### src/rtl/sdram_frame_writer.sv
// sdram_frame_writer
// Tags incoming pixel words with a linear frame-buffer address, buffers them
// in a show-ahead FIFO and drains them to the SDRAM controller over a
// valid/ready write port. Reports FIFO fill, sticky overflow and frame
// completion.
//
// Optional feature macro: SDRAM_FRAME_WRITER_DOUBLE_BUF_EN
//   defined   -> write bank alternates FRAME_BASE0/FRAME_BASE1 on each frame wrap
//   undefined -> single bank at FRAME_BASE0, o_disp_bank stays 0
module sdram_frame_writer #(
    parameter int               DATA_W      = 16,
    parameter int               ADDR_W      = 23,
    parameter int               FIFO_DEPTH  = 16,
    parameter int               H_WORDS     = 640,
    parameter int               V_LINES     = 480,
    parameter logic [ADDR_W-1:0] FRAME_BASE0 = 23'h000000,
    parameter logic [ADDR_W-1:0] FRAME_BASE1 = 23'h080000
) (
    input  logic                            i_clk,
    input  logic                            i_rst,
    input  logic                            i_valid,
    input  logic [DATA_W-1:0]               i_data,
    input  logic                            i_frame_sync,
    input  logic                            i_clr_ovf,
    output logic                            o_wr_valid,
    output logic [ADDR_W-1:0]               o_wr_addr,
    output logic [DATA_W-1:0]               o_wr_data,
    input  logic                            i_wr_ready,
    output logic [$clog2(FIFO_DEPTH):0]     o_fill,
    output logic                            o_overflow,
    output logic                            o_frame_done,
    output logic                            o_disp_bank
);

    localparam int PTR_W = $clog2(FIFO_DEPTH);
    localparam int CNT_W = PTR_W + 1;
    localparam logic [ADDR_W-1:0] LAST_IDX = ADDR_W'(H_WORDS * V_LINES - 1);
    localparam logic [CNT_W-1:0]  FULL_CNT = CNT_W'(FIFO_DEPTH);

    // FIFO storage (no reset: contents are only meaningful between pointers)
    logic [ADDR_W-1:0] addr_mem_q [FIFO_DEPTH];
    logic [DATA_W-1:0] data_mem_q [FIFO_DEPTH];

    // Counters carry one extra bit so full and empty are distinguishable
    logic [CNT_W-1:0]  wr_cnt_q, wr_cnt_d;
    logic [CNT_W-1:0]  rd_cnt_q, rd_cnt_d;
    logic [ADDR_W-1:0] pix_idx_q, pix_idx_d;
    logic              ovf_q, ovf_d;
    logic              frame_done_q, frame_done_d;
    logic              disp_bank_q, disp_bank_d;
    logic              bank;

    logic [CNT_W-1:0]  fill;
    logic              full;
    logic              wr_valid;
    logic              push;
    logic              pop;
    logic              drop;
    logic              wrap;
    logic [ADDR_W-1:0] idx_eff;
    logic [ADDR_W-1:0] base_addr;
    logic [ADDR_W-1:0] tag_addr;

    assign fill     = wr_cnt_q - rd_cnt_q;
    assign full     = (fill == FULL_CNT);
    assign wr_valid = (fill != '0);
    assign pop      = wr_valid && i_wr_ready;
    // A pop in the same cycle frees the slot, so a full FIFO still accepts
    assign push     = i_valid && (!full || pop);
    assign drop     = i_valid && full && !pop;

    // A frame sync restarts numbering at the word accepted in the same cycle
    assign idx_eff   = i_frame_sync ? '0 : pix_idx_q;
    assign wrap      = i_valid && (idx_eff == LAST_IDX);
    assign base_addr = bank ? FRAME_BASE1 : FRAME_BASE0;
    assign tag_addr  = base_addr + idx_eff;

    // Next-state for pointers, pixel index and status flags
    always_comb begin
        wr_cnt_d     = wr_cnt_q + CNT_W'(push);
        rd_cnt_d     = rd_cnt_q + CNT_W'(pop);
        pix_idx_d    = pix_idx_q;
        frame_done_d = wrap;
        disp_bank_d  = disp_bank_q;
        if (i_valid) begin
            // Dropped words still advance the index so later addresses stay aligned
            pix_idx_d = wrap ? '0 : idx_eff + 1'b1;
        end else if (i_frame_sync) begin
            pix_idx_d = '0;
        end
        if (wrap) begin
            disp_bank_d = bank;
        end
        // Set has priority over clear
        if (drop) begin
            ovf_d = 1'b1;
        end else if (i_clr_ovf) begin
            ovf_d = 1'b0;
        end else begin
            ovf_d = ovf_q;
        end
    end

    // Control state registers; reset abandons any pending writes
    always_ff @(posedge i_clk or posedge i_rst) begin
        if (i_rst) begin
            wr_cnt_q     <= '0;
            rd_cnt_q     <= '0;
            pix_idx_q    <= '0;
            ovf_q        <= 1'b0;
            frame_done_q <= 1'b0;
            disp_bank_q  <= 1'b0;
        end else begin
            wr_cnt_q     <= wr_cnt_d;
            rd_cnt_q     <= rd_cnt_d;
            pix_idx_q    <= pix_idx_d;
            ovf_q        <= ovf_d;
            frame_done_q <= frame_done_d;
            disp_bank_q  <= disp_bank_d;
        end
    end

`ifdef SDRAM_FRAME_WRITER_DOUBLE_BUF_EN
    logic bank_q;
    assign bank = bank_q;

    // Write bank flips after each completed frame; frame sync leaves it alone
    always_ff @(posedge i_clk or posedge i_rst) begin
        if (i_rst) begin
            bank_q <= 1'b0;
        end else if (wrap) begin
            bank_q <= ~bank_q;
        end
    end
`else
    assign bank = 1'b0;
`endif

    // FIFO write port
    always_ff @(posedge i_clk) begin
        if (push) begin
            addr_mem_q[wr_cnt_q[PTR_W-1:0]] <= tag_addr;
            data_mem_q[wr_cnt_q[PTR_W-1:0]] <= i_data;
        end
    end

    // Show-ahead head: outputs read as zero while the FIFO is empty
    assign o_wr_valid   = wr_valid;
    assign o_wr_addr    = wr_valid ? addr_mem_q[rd_cnt_q[PTR_W-1:0]] : '0;
    assign o_wr_data    = wr_valid ? data_mem_q[rd_cnt_q[PTR_W-1:0]] : '0;
    assign o_fill       = fill;
    assign o_overflow   = ovf_q;
    assign o_frame_done = frame_done_q;
    assign o_disp_bank  = disp_bank_q;

endmodule
### config.mk
export PLATFORM = sky130hd
export DESIGN_NAME = sdram_frame_writer
export DESIGN_NICKNAME = d
export VERILOG_FILES = /design/src/rtl/sdram_frame_writer.sv
export SDC_FILE = /design/constraint.sdc
export NUM_CORES = 1
export LEC_CHECK = 0
export BUFFER_PORTS_ARGS = -buffer_cell sky130_fd_sc_hd__buf_2
export CAP_MARGIN = 20
export CORE_MARGIN = 2
export CORE_UTILIZATION = 56
export DETAILED_ROUTE_END_ITERATION = 12
export PLACE_DENSITY = 0.76
export SYNTH_ARGS = -nofsm -noshare
export SYNTH_HDL_FRONTEND = slang
export SYNTH_SLANG_ARGS = --single-unit
### constraint.sdc
create_clock -name i_clk -period 9.4 [get_ports i_clk]
set_clock_uncertainty 0.05 [all_clocks]
set_input_delay 1.88 -clock i_clk [delete_from_list [all_inputs] [get_ports i_clk]]
set_output_delay 1.88 -clock i_clk [all_outputs]
set_load 0.01 [all_outputs]
## After elaboration in Yosys (flattened, before gate mapping)

Memory sizes are Yosys's and may differ from the RTL's.
Cells that the tools add are included.
Widths: inputs -> output; s select.

- Add/sub/neg operators: 4
- $mul: 0
- Divide/modulo/power cells: 0
- Magnitude comparators: 0
- Equality and inequality tests: 2
- Shift operators: 0
- Muxes and demuxes: 9
- Bitwise gates (word level): 0
- Reduce and logical (&&, ||, !) cells: 10

Operator list:

| cell | count |
|---|---|
| $mux 23 | 4 |
| $add 23x1->23 const B | 1 |
| $eq 23x19->1 const B | 1 |
| $mux 16 | 1 |
| $add 5x1->5 | 2 |
| $eq 5x5->1 const B | 1 |
| $logic_and 1x1->1 | 5 |
| $reduce_bool 5->1 | 1 |
| $sub 5x5->5 | 1 |
| $mux 1 | 4 |
| $logic_not 1->1 | 2 |
| $reduce_bool 2->1 | 1 |
| $logic_or 1x1->1 | 1 |

- Bits in registers: 35
- Latch bits: 0
- Bits in writable memories: 624
- Bits in read-only memories: 0
- Input port bits: 22
- Output and inout port bits: 48
- Memories kept: 2

Memory list:

| memory | depth | bits a word | rd ports | clocked after memory_dff | wr ports | line | source |
|---|---|---|---|---|---|---|---|
| addr_mem_q | 16 | 23 | 1 | 0 | 1 | 41 | `logic [ADDR_W-1:0] addr_mem_q [FIFO_DEPTH];` |
| data_mem_q | 16 | 16 | 1 | 0 | 1 | 42 | `logic [DATA_W-1:0] data_mem_q [FIFO_DEPTH];` |

## Depth between registers and ports, before layout

Gate-level depths: netlist of the first run.

- Depth in word-level cells: 7
- Gate-level depth with buffers: 15

## Least setup slack after synthesis of the first run

Ideal clock, no wire load.

- Kind: input-to-reg
- Start: in i_wr_ready
- End: mem addr_mem_q[15][0] (enable)
- Library setup time: 0.646 ns
- Arrival time: 8.633 ns
- Slack: 0.071 ns
- Cell stages on the path: 4
- Buffers on the path: 1
- Cells stage by stage: nor2_1 > mux2_2 > clkbuf_1 > a2111oi_0

- Cells in the longest elaborated chain, start to end: 5

Ends and longest elaborated chain:

| item | line | source |
|---|---|---|
| from (decl) | 28 | `input logic i_wr_ready,` |
| $logic_and 1x1->1 | 67 | `assign pop = wr_valid && i_wr_ready;` |
| $logic_or 1x1->1 | 69 | `assign push = i_valid && (!full \|\| pop);` |
| $logic_and 1x1->1 | 69 |  |
| $mux 1 | 141 | `if (push) begin` |
| $mux 1 (not written as such) | 142 | `addr_mem_q[wr_cnt_q[PTR_W-1:0]] <= tag_addr;` |
| to (decl) | 41 |  |

Every way passes these cells.

## Final worst setup path of the first run

- Start: reg rd_cnt_q[1]
- End: out o_wr_addr[6]

- Cells in the longest elaborated chain, start to end: 3
- Elaborated cells between the ends (all ways): 4
- Those cells by class: 1 x add/sub; 1 x mux; 1 x reduce/logical; 1 x memory

Ends and longest elaborated chain:

| item | line | source |
|---|---|---|
| from (decl) | 46 | `logic [CNT_W-1:0] rd_cnt_q, rd_cnt_d;` |
| from (signal assigned) | 115 | `rd_cnt_q <= rd_cnt_d;` |
| $sub 5x5->5 | 64 | `assign fill = wr_cnt_q - rd_cnt_q;` |
| $reduce_bool 5->1 | 66 | `assign wr_valid = (fill != '0);` |
| $mux 23 * | 149 | `assign o_wr_addr = wr_valid ? addr_mem_q[rd_cnt_q[PTR_W-1:0]] : '0;` |
| to (decl) | 26 | `output logic [ADDR_W-1:0] o_wr_addr,` |

Every way passes the cells marked *; elsewhere a longest branch is shown, timed or not.

==> run metrics, run 1 <==
biggest area consumer among synthesized cells edfxtp_1; maximum number of pins on one net before global-route repair 64; grt ovf 0; met2 Use GR 38.8%; number of global-route vias before repair 13,100; worst slew slack as a fraction of its limit 24.2%; Critical path buffers and inverters 3; ys async rst share 5.31%; total I/O pin count 70; total DRC errors in the routed layout 0; Antenna Nets Post-Route 0; Core Footprint 45,300 um2; Data required, critical path 7.47 ns; startpoint type of the worst setup path flop; Tcrit/Tclk final 66.4%; Synth-to-Final Area Change 13.0%; count of final hold-check violations 0; synth cell count leaders edfxtp_1, mux4_2, a22oi_1, clkbuf_1, dfrtp_1; number of buffers added to fix hold violations after cts 0; starting density of the core 56.6%; Worst setup EP type primary output; worst setup path startpoint rd_cnt_q[1]; max-cap violations 0; DPL Wire Length 28,400 um; average wire length per cell after detail routing 28.8 um; type of the tightest min-delay check flop to flop; WP data arrival 4.31 ns; met3 layer usage reported by global route 4.64%; top_reg_cell synth edfxtp_1; cell family with most CP delay buffers and inverters; horizontal extent of the die 218 um; height of the die 218 um; fraction of synthesized cell area taken by the top area cell type 73.1%; cells traversed along the worst timing path buf_4 > buf_4 > mux4_2 > a22oi_1 > a22oi_1 > buf_2; outcome finished clean; number of enable flip-flop cells after synthesis 624; total area of sequential cells 19,600 um2; cells on worst reg2reg path 8; number of buffers added by the clock tree synthesis step 61; H-tree lvl count 2; Final GP Congestion 0.771; number of endpoints failing setup at the final stage 0; Static Leakage 9.70 nW; most instantiated library cell after synthesis edfxtp_1; logic depth of the worst setup path including buffers 6; area occupied by multi-input gates 5840 um2; destination of the worst register-to-register timing path data_mem_q[0][11]; sum of internal, switching and leakage power 8.94 mW; number of pins exceeding their max-slew limit in the final report 0; Power Dens Cells 309 nW/um2; maximum VDD drop 0.241 mV; number of instances in the synthesized netlist 1,206; final WL 56,700 um; via/cell ratio 6.51; clock tree sinks 659; Post-layout nets 1,349; startpoint of the worst-slack reg-to-reg timing path rd_cnt_q[0]; met1 track utilization from global routing 35.0%; minimum period implied by the final worst setup slack 6.24 ns; clock latency reported for the late side of the worst-skew pair 0.62 ns; crit-path max cell delay 0.88 ns; Initial DRC Count 1,793; last element of the critical path o_wr_addr[6]; number of distinct library cell variants in the gate-level netlist after synthesis 45; count of input and output buffers 68; slack of the critical path 3.16 ns; highest clock frequency the design can meet 0.160 GHz; top cells by area in the synthesized netlist edfxtp_1, mux4_2, a22oi_1; post-CTS setup buffer count 0; critical path start-end classification flop to primary output; Core Rows 78; clock buffer depth 3; synthesized area 25,600 um2; TritonCTS clock tree built; Worst-path clk slew 0.06 ns; die outline area 47,500 um2; worst-case register-to-register setup slack 5.08 ns; wire length of the first global-routing pass 84,400 um; Avg Synthesized Cell Area 21.3 um2; GRT Total Usage 24.6%; via count of the routed design 12,800; worst-path fanout max 63; number of antenna violations at the first check in global routing 1; flops & latches, synth 659; worst slack at placement 3.84 ns; RSZ-0062 raised after global routing no; Hold WS 0.457 ns; CTS-repair resized insts 0; GRT Max-Usage Layer met2; synthesized netlist net count 1,238; count of synthesis-stage warnings from yosys 0; Setup TNS Final 0 ns; number of fill cells 2,974; root cell of the clock tree clkbuf_16; slew of the pin with the lowest slew margin 1.14 ns; slowest stage cell, crit path dfrtp_4; share of post-route cells with drive strength above 1 28.6%; First-pass DRT Iterations 8; sequential element share of the synthesized area 76.5%
==> registers in the layout, summed over array words and instances (netlist names) <==
register / count
o_overflow: 1
o_frame_done: 1
wr_cnt_q: 5
rd_cnt_q: 5
pix_idx_q: 23
data_mem_q: 256
addr_mem_q: 368
==> per-stage QoR <==
step	instance area [um2]	utilization (%)	std cells
2_1_floorplan	25600	-	1206
3_3_place_gp	26900	59.4	1841
3_5_place_dp	26900	59.4	1841
4_1_cts	28800	63.7	1953
5_1_grt	29000	64.0	1966
6_report	29000	64.0	1967
==> routing by layer <==
layer | wire length, um | vias up
met1 | 22400 | 6811
met3 | 4810 | 99
met4 | 1540 | 0
li1 | - | 5305
met5 | 0 | -
met2 | 28000 | 596
==> report_power, final <==
part | switching (mW) | internal [mW] | leakage (nW)
combinational | 1.74 | 1.11 | 2.37
clock | 1.04 | 1.37 | 0.955
sequential | 0.192 | 3.49 | 6.37
total | 2.97 | 5.97 | 9.70
==> worst register-to-register path: stages, from the launching register on <==
cell and delay [ns]:
dfrtp_4 0.79, ha_1 0.37, fa_1 0.41, nand2b_1 0.16
a21oi_1 0.28, mux2_2 0.62, a211oi_4 0.53, buf_8 0.25
buf_4 0.48
==> layout by cell type (no fill, tap or decap), drive strengths merged, types with 18 or more instances in the layout <==
| cell | instances |
|---|---|
| nor2b | 24 |
| a22oi | 117 |
| edfxtp | 624 |
| clkinv | 26 |
| mux4 | 156 |
| xnor2 | 18 |
| dfrtp | 35 |
| buf | 120 |
| clkbuf | 78 |
| nor2 | 23 |
==> how the worst min path moves through the flow <==
stage               cells past startpoint  slack [ns]         from          end
CTS                                     1        0.46  wr_cnt_q[4]  wr_cnt_q[4]
floorplan                               1        0.41  rd_cnt_q[4]  rd_cnt_q[4]
global route                            1        0.48  wr_cnt_q[4]  wr_cnt_q[4]
finish                                  1        0.46  wr_cnt_q[4]  wr_cnt_q[4]
detailed placement                      1        0.44  wr_cnt_q[4]  wr_cnt_q[4]
global placement                        1        0.43  rd_cnt_q[4]  rd_cnt_q[4]
==> final cells by class <==
class                      count  area share (%)
clock buffer                  78            5.71
tap                          600            2.59
inverter                      14           0.181
sequential                   659            67.7
multi-input combinational    461            20.2
antenna                        1         0.00864
clock inverter                34           0.998
timing repair buffer         120            2.62
==> logic make-up after synthesis <==
family,synth area share [%]
mux,13.9
simple gates,2.48
fa+ha+maj,0.517
xor+xnor,0.888
compound gates,4.33
buf+inv,1.38
other cells,0.0146
flops,76.5
Note: power is estimated with default switching activity, not from simulation.
==> run 2, diff against run 1 <==
--- a/config.mk
+++ b/config.mk
@@ -8,9 +8,9 @@
 export BUFFER_PORTS_ARGS = -buffer_cell sky130_fd_sc_hd__buf_2
 export CAP_MARGIN = 20
 export CORE_MARGIN = 2
-export CORE_UTILIZATION = 56
+export CORE_UTILIZATION = 60
 export DETAILED_ROUTE_END_ITERATION = 12
-export PLACE_DENSITY = 0.76
+export PLACE_DENSITY = 0.77
 export SYNTH_ARGS = -nofsm -noshare
 export SYNTH_HDL_FRONTEND = slang
 export SYNTH_SLANG_ARGS = --single-unit
==> constraint.sdc (replaced) <==
create_clock -name i_clk -period 5.9 [get_ports i_clk]
set_clock_uncertainty 0.05 [all_clocks]
set_input_delay 1.18 -clock i_clk [delete_from_list [all_inputs] [get_ports i_clk]]
set_output_delay 1.18 -clock i_clk [all_outputs]
set_load 0.01 [all_outputs]
==> run 2 against run 1 <==
Critical path depth up 2. Power up 61%. Worst hold slack better by 0.0029 ns. Via count up 0.71%. Core utilization up 5.1 points. Sequential share of layout area down 0.16 points. First-iteration DRC count down 8.7%. Cell count down 2.5%. Design area up 0.24%. Global-route usage up 1.7 points. Combinational power up 59%. Clock power up 65%.
==> run metrics, run 2 (synthesis gave the netlist of run 1 again) <==
type of the tightest min-delay check flop to flop; highest clock frequency the design can meet 0.192 GHz; clock latency reported for the late side of the worst-skew pair 0.62 ns; Antenna Nets Post-Route 0; number of buffers added to fix hold violations after cts 0; via/cell ratio 6.73; horizontal extent of the die 211 um; total DRC errors in the routed layout 0; Tcrit/Tclk final 88.2%; Final GP Congestion 0.833; Initial DRC Count 1,637; final WL 56,700 um; Core Rows 75; outcome finished clean; total area of sequential cells 19,600 um2; average wire length per cell after detail routing 29.6 um; count of input and output buffers 68; total I/O pin count 70; most used cells in the layout excluding fill and tap cells edfxtp_1, mux4_2, a22oi_1, buf_2, clkbuf_16; Static Leakage 9.79 nW; slew of the pin with the lowest slew margin 1.34 ns; RSZ-0062 raised after global routing no; grt ovf 0; number of buffers added by the clock tree synthesis step 61; number of endpoints failing setup at the final stage 0; worst slew slack as a fraction of its limit 10.5%; via count of the routed design 12,900; H-tree lvl count 2; final core area utilization 69.1%; maximum VDD drop 0.530 mV; First-pass DRT Iterations 7; GRT Total Usage 26.3%; number of global-route vias before repair 13,100; DPL Wire Length 30,300 um; number of antenna violations at the first check in global routing 2; share of post-route cells with drive strength above 1 29.1%; Setup TNS Final 0 ns; Layout Cells excl Fill 1,917; max-cap violations 0; wire length of the first global-routing pass 83,800 um; Data required, critical path 4.67 ns; starting density of the core 61.0%; Synth-to-Final Area Change 13.3%; minimum period implied by the final worst setup slack 5.20 ns; Placed Instances 1,789; cell family with most CP delay buffers and inverters; number of fill cells 2,474; number of pins exceeding their max-slew limit in the final report 0; Critical path buffers and inverters 3; worst-path fanout max 44; clock tree sinks 659; slowest stage cell, crit path dfrtp_4; most common cell after layout, fill and taps aside edfxtp_1; number of flip-flops under the largest register name 368; crit-path max cell delay 0.74 ns; maximum number of pins on one net before global-route repair 123; die outline area 44,400 um2; TritonCTS clock tree built; cells traversed along the worst timing path ha_1 > fa_1 > inv_1 > or3_1 > o31ai_4 > buf_4 > a22oi_1 > buf_2; Placed Instance Area 26,900 um2; root cell of the clock tree clkbuf_16; startpoint type of the worst setup path flop; Core Footprint 42,000 um2; Worst setup EP type primary output; count of final hold-check violations 0; post-CTS setup buffer count 0; design area 29,000 um2; Power Dens Cells 494 nW/um2; Worst-path clk slew 0.06 ns; CTS-repair resized insts 0; critical path start-end classification flop to primary output; Post-layout nets 1,358; height of the die 211 um; WP data arrival 3.97 ns; area occupied by multi-input gates 5840 um2; clock buffer depth 3
-- run 2: cell types whose count changed in the layout (fill, tap and decap cells not counted), moves of 2 or more --
| cell | previous run | this run |
|---|---|---|
| buf_4 | 50 | 59 |
| clkbuf_8 | 2 | 0 |
| clkbuf_1 | 13 | 10 |
| clkinv_2 | 14 | 12 |
| clkinv_1 | 12 | 15 |
| bufinv_16 | 5 | 10 |
| inv_6 | 1 | 3 |
| clkbuf_16 | 63 | 61 |
-- run 2: worst paths after layout --
kind                       slack, ns  cells past startpoint        start           endpoint
hold reg to reg                 0.46                      1  wr_cnt_q[4]        wr_cnt_q[4]
min in group asynchronous       0.70                      3        i_rst      pix_idx_q[19]
setup reg to reg                1.52                      7  rd_cnt_q[0]  addr_mem_q[1][12]
hold / removal                  0.46                      1  wr_cnt_q[4]        wr_cnt_q[4]
max in group asynchronous       4.72                      3        i_rst        rd_cnt_q[0]
setup / recovery                0.70                      8  rd_cnt_q[0]       o_wr_data[5]
-- run 2: per-layer routing --
layer,vias up,share of wire (%),track usage (%)
li1,5335,-,-
met1,6731,38,37.3
met2,719,50,42.1
met3,115,9.7,4.85
met4,2,2.9,9.11
met5,-,0.019,0
-- run 2: where the power goes --
part | total (mW) | switching [mW] | internal [mW]
clock network | 3.98 | 1.65 | 2.33
logic | 4.54 | 2.77 | 1.77
registers | 5.84 | 0.285 | 5.55
total | 14.4 | 4.71 | 9.65
-- run 2: area by class of cell --
type,instances,area share [%]
sequential,659,67.6
multi-input combinational,461,20.1
clock buffer,71,5.39
timing repair buffer,129,2.81
tap,539,2.32
clock inverter,43,1.61
inverter,14,0.181
antenna,1,0.00862
-- run 2: per-stage QoR --
stage	power, mW	hold WS [ns]	worst slack [ns]
2_1_floorplan	8.73	0.415	-1.12
3_3_place_gp	10.3	0.429	1.43
3_5_place_dp	10.4	0.447	1.33
4_1_cts	14.4	0.456	0.651
5_1_grt	14.9	0.489	0.503
6_report	14.4	0.460	0.696
